==> src/rtl/pipeline_sequencer.sv <==
// pipeline_sequencer: stall/flush/bubble control for a 5-stage MIPS pipeline,
// with data-memory wait timeout and saturating stall/flush counters.
module pipeline_sequencer #(
   parameter int MEM_TIMEOUT = 64
) (
   input  logic        clk_i,
   input  logic        rst_i,
   input  logic        start_i,
   input  logic [5:0]  id_op_i,
   input  logic [4:0]  id_rs_i,
   input  logic [4:0]  id_rt_i,
   input  logic        id_br_eq_i,
   input  logic        ex_memread_i,
   input  logic [4:0]  ex_rt_i,
   input  logic        mem_req_i,
   input  logic        mem_ack_i,
   output logic        pc_write_o,
   output logic        ifid_write_o,
   output logic        ifid_flush_o,
   output logic        idex_bubble_o,
   output logic        freeze_o,
   output logic [1:0]  state_o,
   output logic        err_o,
   output logic [15:0] stall_cnt_o,
   output logic [15:0] flush_cnt_o
);
   typedef enum logic [1:0] {S_IDLE = 2'd0, S_RUN = 2'd1, S_WAIT = 2'd2, S_ERR = 2'd3} state_t;
   state_t      r_state;
   logic [7:0]  r_wait;
   logic        r_err;
   logic [15:0] r_stall;
   logic [15:0] r_flush;
   logic        w_run;
   logic        w_hold;
   logic        w_mem_stall;
   logic        w_lu;
   logic        w_ctrl;
   logic        w_adv;
   logic        w_stall_inc;
   assign w_run       = (r_state == S_RUN);
   assign w_hold      = (r_state == S_WAIT) || (r_state == S_ERR);
   assign w_mem_stall = mem_req_i && !mem_ack_i;
   assign w_lu        = ex_memread_i && (ex_rt_i != 5'd0) &&
                        ((ex_rt_i == id_rs_i) || (ex_rt_i == id_rt_i));
   assign w_ctrl      = (id_op_i == 6'h02) || ((id_op_i == 6'h04) && id_br_eq_i);
   // freeze outranks load-use, which outranks the control flush
   assign w_adv         = w_run && !w_mem_stall && !w_lu;
   assign pc_write_o    = w_adv;
   assign ifid_write_o  = w_adv;
   assign ifid_flush_o  = w_adv && w_ctrl;
   assign idex_bubble_o = (r_state == S_IDLE) || (w_run && !w_mem_stall && w_lu);
   assign freeze_o      = w_hold || (w_run && w_mem_stall);
   assign state_o       = r_state;
   assign err_o         = r_err;
   assign stall_cnt_o   = r_stall;
   assign flush_cnt_o   = r_flush;
   assign w_stall_inc   = (w_run || (r_state == S_WAIT)) && !pc_write_o;
   always_ff @(posedge clk_i or negedge rst_i) begin
      if (!rst_i) begin
         r_state <= S_IDLE;
         r_wait  <= 8'd0;
         r_err   <= 1'b0;
         r_stall <= 16'd0;
         r_flush <= 16'd0;
      end else begin
         if (w_stall_inc && r_stall != 16'hFFFF) r_stall <= r_stall + 16'd1;
         if (ifid_flush_o && r_flush != 16'hFFFF) r_flush <= r_flush + 16'd1;
         case (r_state)
            S_IDLE: if (start_i) r_state <= S_RUN;
            S_RUN: begin
               // a pending access must complete even if start_i drops
               if (w_mem_stall) begin
                  r_state <= S_WAIT;
                  r_wait  <= 8'd0;
               end else if (!start_i) r_state <= S_IDLE;
            end
            S_WAIT: begin
               if (mem_ack_i) begin
                  r_state <= S_RUN;
                  r_wait  <= 8'd0;
               end else if (r_wait == 8'(MEM_TIMEOUT - 1)) begin
                  r_state <= S_ERR;
                  r_err   <= 1'b1;
               end else r_wait <= r_wait + 8'd1;
            end
            default: r_state <= S_ERR;
         endcase
      end
   end
endmodule

==> config.mk <==
export PLATFORM = sky130hd
export DESIGN_NAME = pipeline_sequencer
export DESIGN_NICKNAME = d
export VERILOG_FILES = /design/src/rtl/pipeline_sequencer.sv
export SDC_FILE = /design/constraint.sdc
export NUM_CORES = 1
export LEC_CHECK = 0
export ABC_AREA = 1
export CAP_MARGIN = 30
export CORE_ASPECT_RATIO = 1.75
export CORE_UTILIZATION = 51
export CTS_CLUSTER_DIAMETER = 40
export CTS_CLUSTER_SIZE = 16
export DETAILED_ROUTE_END_ITERATION = 7
export PLACE_DENSITY = 0.82
export SLEW_MARGIN = 40
export SYNTH_ARGS = -nofsm -noshare
export SYNTH_HDL_FRONTEND = slang
export SYNTH_SLANG_ARGS = --single-unit
export TNS_END_PERCENT = 100
==> constraint.sdc <==
create_clock -name clk_i -period 2.15 [get_ports clk_i]
set_input_delay 0.3225 -clock clk_i [delete_from_list [all_inputs] [get_ports clk_i]]
set_output_delay 0.3225 -clock clk_i [all_outputs]
set_load 0.01 [all_outputs]
### Yosys cells after proc, flatten, opt, wreduce, memory -nomap -nowiden

Cells that the tools add are included.

| operators by class | value |
|---|---|
| $add $sub $neg | 3 |
| equal/unequal tests | 15 |
| multiplexer cells | 10 |
| bitwise logic cells | 1 |
| reductions and logical operators | 28 |

Operators by type and width:

| operator | count |
|---|---|
| adder 16 x 1 -> 16 bit, second input constant | 2 |
| != test 16 bit, second input constant | 2 |
| two-way mux 8 bit | 3 |
| case mux 8 bit (2 select lines) | 1 |
| logical AND 1 bit | 12 |
| == test 5 bit | 2 |
| two-way mux 2 bit | 5 |
| AND reduction 3 bit | 3 |
| adder 8 x 1 -> 8 bit, second input constant | 1 |
| == test 8 x 6 -> 1 bit, second input constant | 1 |
| == test 6 x 2 -> 1 bit, second input constant | 1 |
| == test 6 x 3 -> 1 bit, second input constant | 1 |
| logical OR 1 bit | 6 |
| != test 3 x 2 -> 1 bit, second input constant | 2 |
| case mux 2 bit (3 select lines) | 1 |
| nonzero test 5 bit | 1 |
| == test 2 bit, second input constant | 2 |
| logical NOT 1 bit | 4 |
| != test 3 bit, second input constant | 1 |
| == test 2 x 1 -> 1 bit, second input constant | 1 |
| logical NOT 2 bit | 1 |
| != test 2 x 1 -> 1 bit, second input constant | 1 |
| != test 2 bit, second input constant | 1 |
| nonzero test 2 bit | 1 |
| NOT 1 bit | 1 |

| word-level totals | value |
|---|---|
| register bits after elaboration | 43 |
| input bits | 28 |
| output and inout port bits | 40 |
| logic and storage cells | 62 |

### Depth between registers and ports, before layout

Gate-level depths: netlist of the first run.

| depth | value |
|---|---|
| depth in word-level cells | 8 |
| depth in mapped cells | 12 |
| mapped depth without buffers | 11 |

### Worst setup path after synthesis of the first run

No wires, ideal clock.

| timing | value |
|---|---|
| kind | reg2out |
| from | register r_state[1] (netlist: state_o[1]) |
| to | output pc_write_o |
| arrival time | 1580 ps |
| data required time | 1827 ps |
| slack | 247 ps |
| cell stages (with the launch flop) | 9 |
| buffers on the path | 2 |
| cells stage by stage | dfrtp_1 -> inv_1 -> ha_1 -> inv_1 -> a21oi_4 -> inv_2 -> a21oi_4 -> buf_6 -> buf_4 |

| on the way | value |
|---|---|
| cells in the longest elaborated chain, start to end | 3 |

Ends and longest elaborated chain:

| item | RTL line | source |
|---|---|---|
| start, declared | 28 | `state_t r_state;` |
| start signal, assigned | 60 | `r_state <= S_IDLE;` |
| start signal, assigned | 69 | `S_IDLE: if (start_i) r_state <= S_RUN;` |
| start signal, assigned | 73 | `r_state <= S_WAIT;` |
| == test 2 x 1 -> 1 bit | 40 | `assign w_run = (r_state == S_RUN);` |
| logical AND 1 bit (2 in a row) | 47 | `assign w_adv = w_run && !w_mem_stall && !w_lu;` |
| end, declared | 17 | `output logic pc_write_o,` |

No other way between the ends.

### Final worst setup path of the first run

| timing | value |
|---|---|
| from | input ex_rt_i[2] |
| to | output idex_bubble_o |

| on the way | value |
|---|---|
| cells in the longest elaborated chain, start to end | 5 |
| elaborated cells between the ends (all ways) | 8 |
| those cells by class | eq/ne (2); reduce/logical (6) |

Ends and longest elaborated chain:

| item | RTL line | source |
|---|---|---|
| start, declared | 14 | `input logic [4:0] ex_rt_i,` |
| == test 5 bit or nonzero test 5 bit (tied branches) | 44, 43 |  |
| logical OR 1 bit or logical AND 1 bit (tied branches) | 44, 43 |  |
| logical AND 1 bit (*) | 43 | `assign w_lu = ex_memread_i && (ex_rt_i != 5'd0) &&` |
| logical AND 1 bit (*) | 51 | `assign idex_bubble_o = (r_state == S_IDLE) \|\| (w_run && !w_mem_stall && w_lu);` |
| logical OR 1 bit (*) | 51 |  |
| end, declared | 20 | `output logic idex_bubble_o,` |

Every way passes the cells marked *; elsewhere a longest branch is shown, timed or not.

==> results.toml, run 1 <==
[yosys]
synth_ff_type = "dfrtp_1"
synthCells = 424
synth_area_sq_mm = 0.003038
netlist.area_leader.share = 0.3542
seq_area_frac_synth = 0.3542
syn_area_per_cell_sq_um = 7.165
synth_warnings = 0
synth_most_common_cell = "nand2_1"
synth_nets = 460
synthTopCellsByArea = "dfrtp_1 35%, nand2_1 17%, nand4_1 8.2%, inv_1 5.7%, nor2_1 4.8%"
synth_area_leader_cell = "dfrtp_1"
ys_top_cells_by_count = "140 x nand2_1, 46 x inv_1, 43 x dfrtp_1, 40 x nand4_1, 39 x nor2_1"
synth_edf_count = 0
yosys_register_bits = 43
async_flop_share = 1.000
ys_types = 35

[finish]
drive_gt1_frac = 0.1042
final_nets = 536
area_delta_synth_final_pct = 27.59
diodes = 0
fin_util = 0.6830
nFillCells = 502

[sta]
clock_skew_ns = 0.008019
fin_tns_setup_ns = 0
max_freq_ghz = 0.4998
finalMaxSlewViolations = 0
relSlewSlack = 0.6264
rsz0062_at_grt = "false"
finalCritPeriodShare = 0.9306
setup_viol = 0
tightest_slew_ns = 0.5604
holdWs_ns = 0.08396
finalHoldViolCount = 0
fin_crit_ns = 2.001

[global_routing]
grt_pass1_wl_mm = 11.96
gr-usage-all-layers = 0.2428
grt_max_degree = 44
antenna_found_initial = 0
grt_overflow = 0
grt_pass1_vias = 2956

[drt]
avgViaCountPerCell = 5.235
via_count = 3010
ant_nets = 0
drc = 0
drtIter0Drc = 67
dr.pass1.iters = 5
wl_mm = 7.119
wire_per_inst_um = 12.38

[pwr]
p_int_mw = 1.637
swShare = 0.4173
p_clk_frac = 0.177
p_switching_mw = 1.173
p_leak_nw = 1.902
power_frac_comb = 0.470
power.density_mw_per_mm2 = 724.8
ir_drop_mv = 0.5849
power_frac_seq = 0.353

[critical_path]
cp_max_fo = 3
timing.rr.start = "state_o[0]"
worstSetupEndpointType = "output port"
required_ns = 1.83
r2r_setup_slack_ns = 0.28
path_class = "in2out"
arrival_ns = 1.68
r2r_end = "r_wait[4]"
cp-start-kind = "primary input"
rr_worst_depth = 9

[clocking]
cts_tree = "done"
cts_buffer_depth = 2
postCtsSetupRepairBufs = 0
cts_hold_buffers = 0
cts-root-buf = "clkbuf_8"
clk_latency_ns = 0.31
cts_buffers = 5
clock_sinks = 43
cts_max_level = 2
clk_pin_slew_ns = 0.07

[placement]
numPortBuffers = 67
gp_routability_congestion = 0.8788
place_hpwl_mm = 5.315

[floorplanning]
coreArea_sq_mm = 0.005675
die_w_um = 60.34
die_y_um = 104.1
num_rows = 36
initial_core_util = 0.5353
dieArea_sq_mm = 0.006281
num_io_pins = 68

[worst_hold_path]
holdCritPathClass = "in2async"

[run]
drv_cap = 0

[outcome]
status = "finished, final reports clean"
## how the worst max path moves through the flow
stage,depth (start not counted),endpoint,start,slack (ns)
floorplan,8,pc_write_o,state_o[1],0.25
global placement,10,idex_bubble_o,ex_rt_i[2],-0.22
detailed placement,9,ifid_flush_o,ex_rt_i[3],-0.34
CTS,10,idex_bubble_o,ex_rt_i[0],0.0009
global route,10,idex_bubble_o,ex_rt_i[2],0.04
finish,10,idex_bubble_o,ex_rt_i[2],0.15
## layer usage
layer  up-vias  GRT usage  wire length (um)
met1      1403     0.2655              2792
li1       1523          -                 -
met2        72     0.4341              3864
met4         0     0.1030               140
met3        12    0.04104               322
met5         -          0                 0
## worst max-delay path, stage by stage
cell and delay, ns:
clkdlybuf4s50_1 0.51, inv_2 0.06, nand2_1 0.05, nand2_1 0.05, nor2_1 0.11, nand3_1 0.10, nand2_2 0.10, nand2_4 0.07
o21ai_0 0.15, clkbuf_2 0.16
## layout by cell type, fill, tap and decap left out, types with 5 or more instances in the layout
cell	count
nand2_1	140
clkdlybuf4s50_1	59
inv_1	45
dfrtp_1	43
nand4_1	40
nor2_1	39
nand3_1	23
buf_4	14
xnor2_1	12
xor2_1	10
nor3_1	9
inv_2	8
o21ai_0	8
ha_1	7
nor2_2	5
clkbuf_8	5
## cell families after synthesis
family                   share of synthesized area
AO/OA/AOI/OAI                              0.03583
XOR/XNOR                                   0.06343
adder cells (fa/ha/maj)                    0.03295
buffers and inverters                      0.09761
flip-flops                                  0.3542
AND/OR/NAND/NOR                             0.4160
## power by group through the flow
stage / clock network (mW) / registers (mW) / logic [mW]
global route: 0.533 / 1.01 / 1.46
CTS: 0.506 / 0.991 / 1.34
finish: 0.498 / 0.991 / 1.32
global placement: 0 / 1.00 / 1.32
detailed placement: 0 / 1.01 / 1.36
floorplan: 0 / 1.04 / 0.823
## cell type report
type,count,area (sq um),area share
multi-input cells,315,1672,0.4312
well taps,76,95.09,0.02453
clock buffers,6,72.57,0.01872
repair buffers,81,758.2,0.1956
flip-flops and latches,43,1076,0.2776
inverters,54,202.7,0.05229
## metrics by stage
step	cell area [sq um]	total power [mW]	cells	worst slack [ns]
2_1_floorplan	3038	1.860	424	0.2473
3_3_place_gp	3810	2.316	569	-0.2178
3_5_place_dp	3810	2.360	569	-0.3368
4_1_cts	3880	2.835	575	0.0009273
5_1_grt	3876	2.994	575	0.03805
6_report	3876	2.810	575	0.1492
## registers in the layout, indices dropped and copies added, names as in the netlist
| register | count |
|---|---|
| stall_cnt_o | 16 |
| state_o | 2 |
| r_wait | 8 |
| err_o | 1 |
| flush_cnt_o | 16 |
## what timing repair did
action | 4_1_cts | 5_1_grt
cloned | 0 | 0
setup endpoints to repair | 4 | 5
resized for setup | 7 | 13
Note: power is estimated with default switching activity, not from simulation.
==> run 2: changes to the inputs <==
--- a/config.mk
+++ b/config.mk
@@ -13,7 +13,6 @@
 export CTS_CLUSTER_SIZE = 16
 export DETAILED_ROUTE_END_ITERATION = 7
 export PLACE_DENSITY = 0.82
-export SLEW_MARGIN = 40
 export SYNTH_ARGS = -nofsm -noshare
 export SYNTH_HDL_FRONTEND = slang
 export SYNTH_SLANG_ARGS = --single-unit
==> results of run 2 <==
Same layout as run 1: the final DEF is identical, and so are final timing and power.
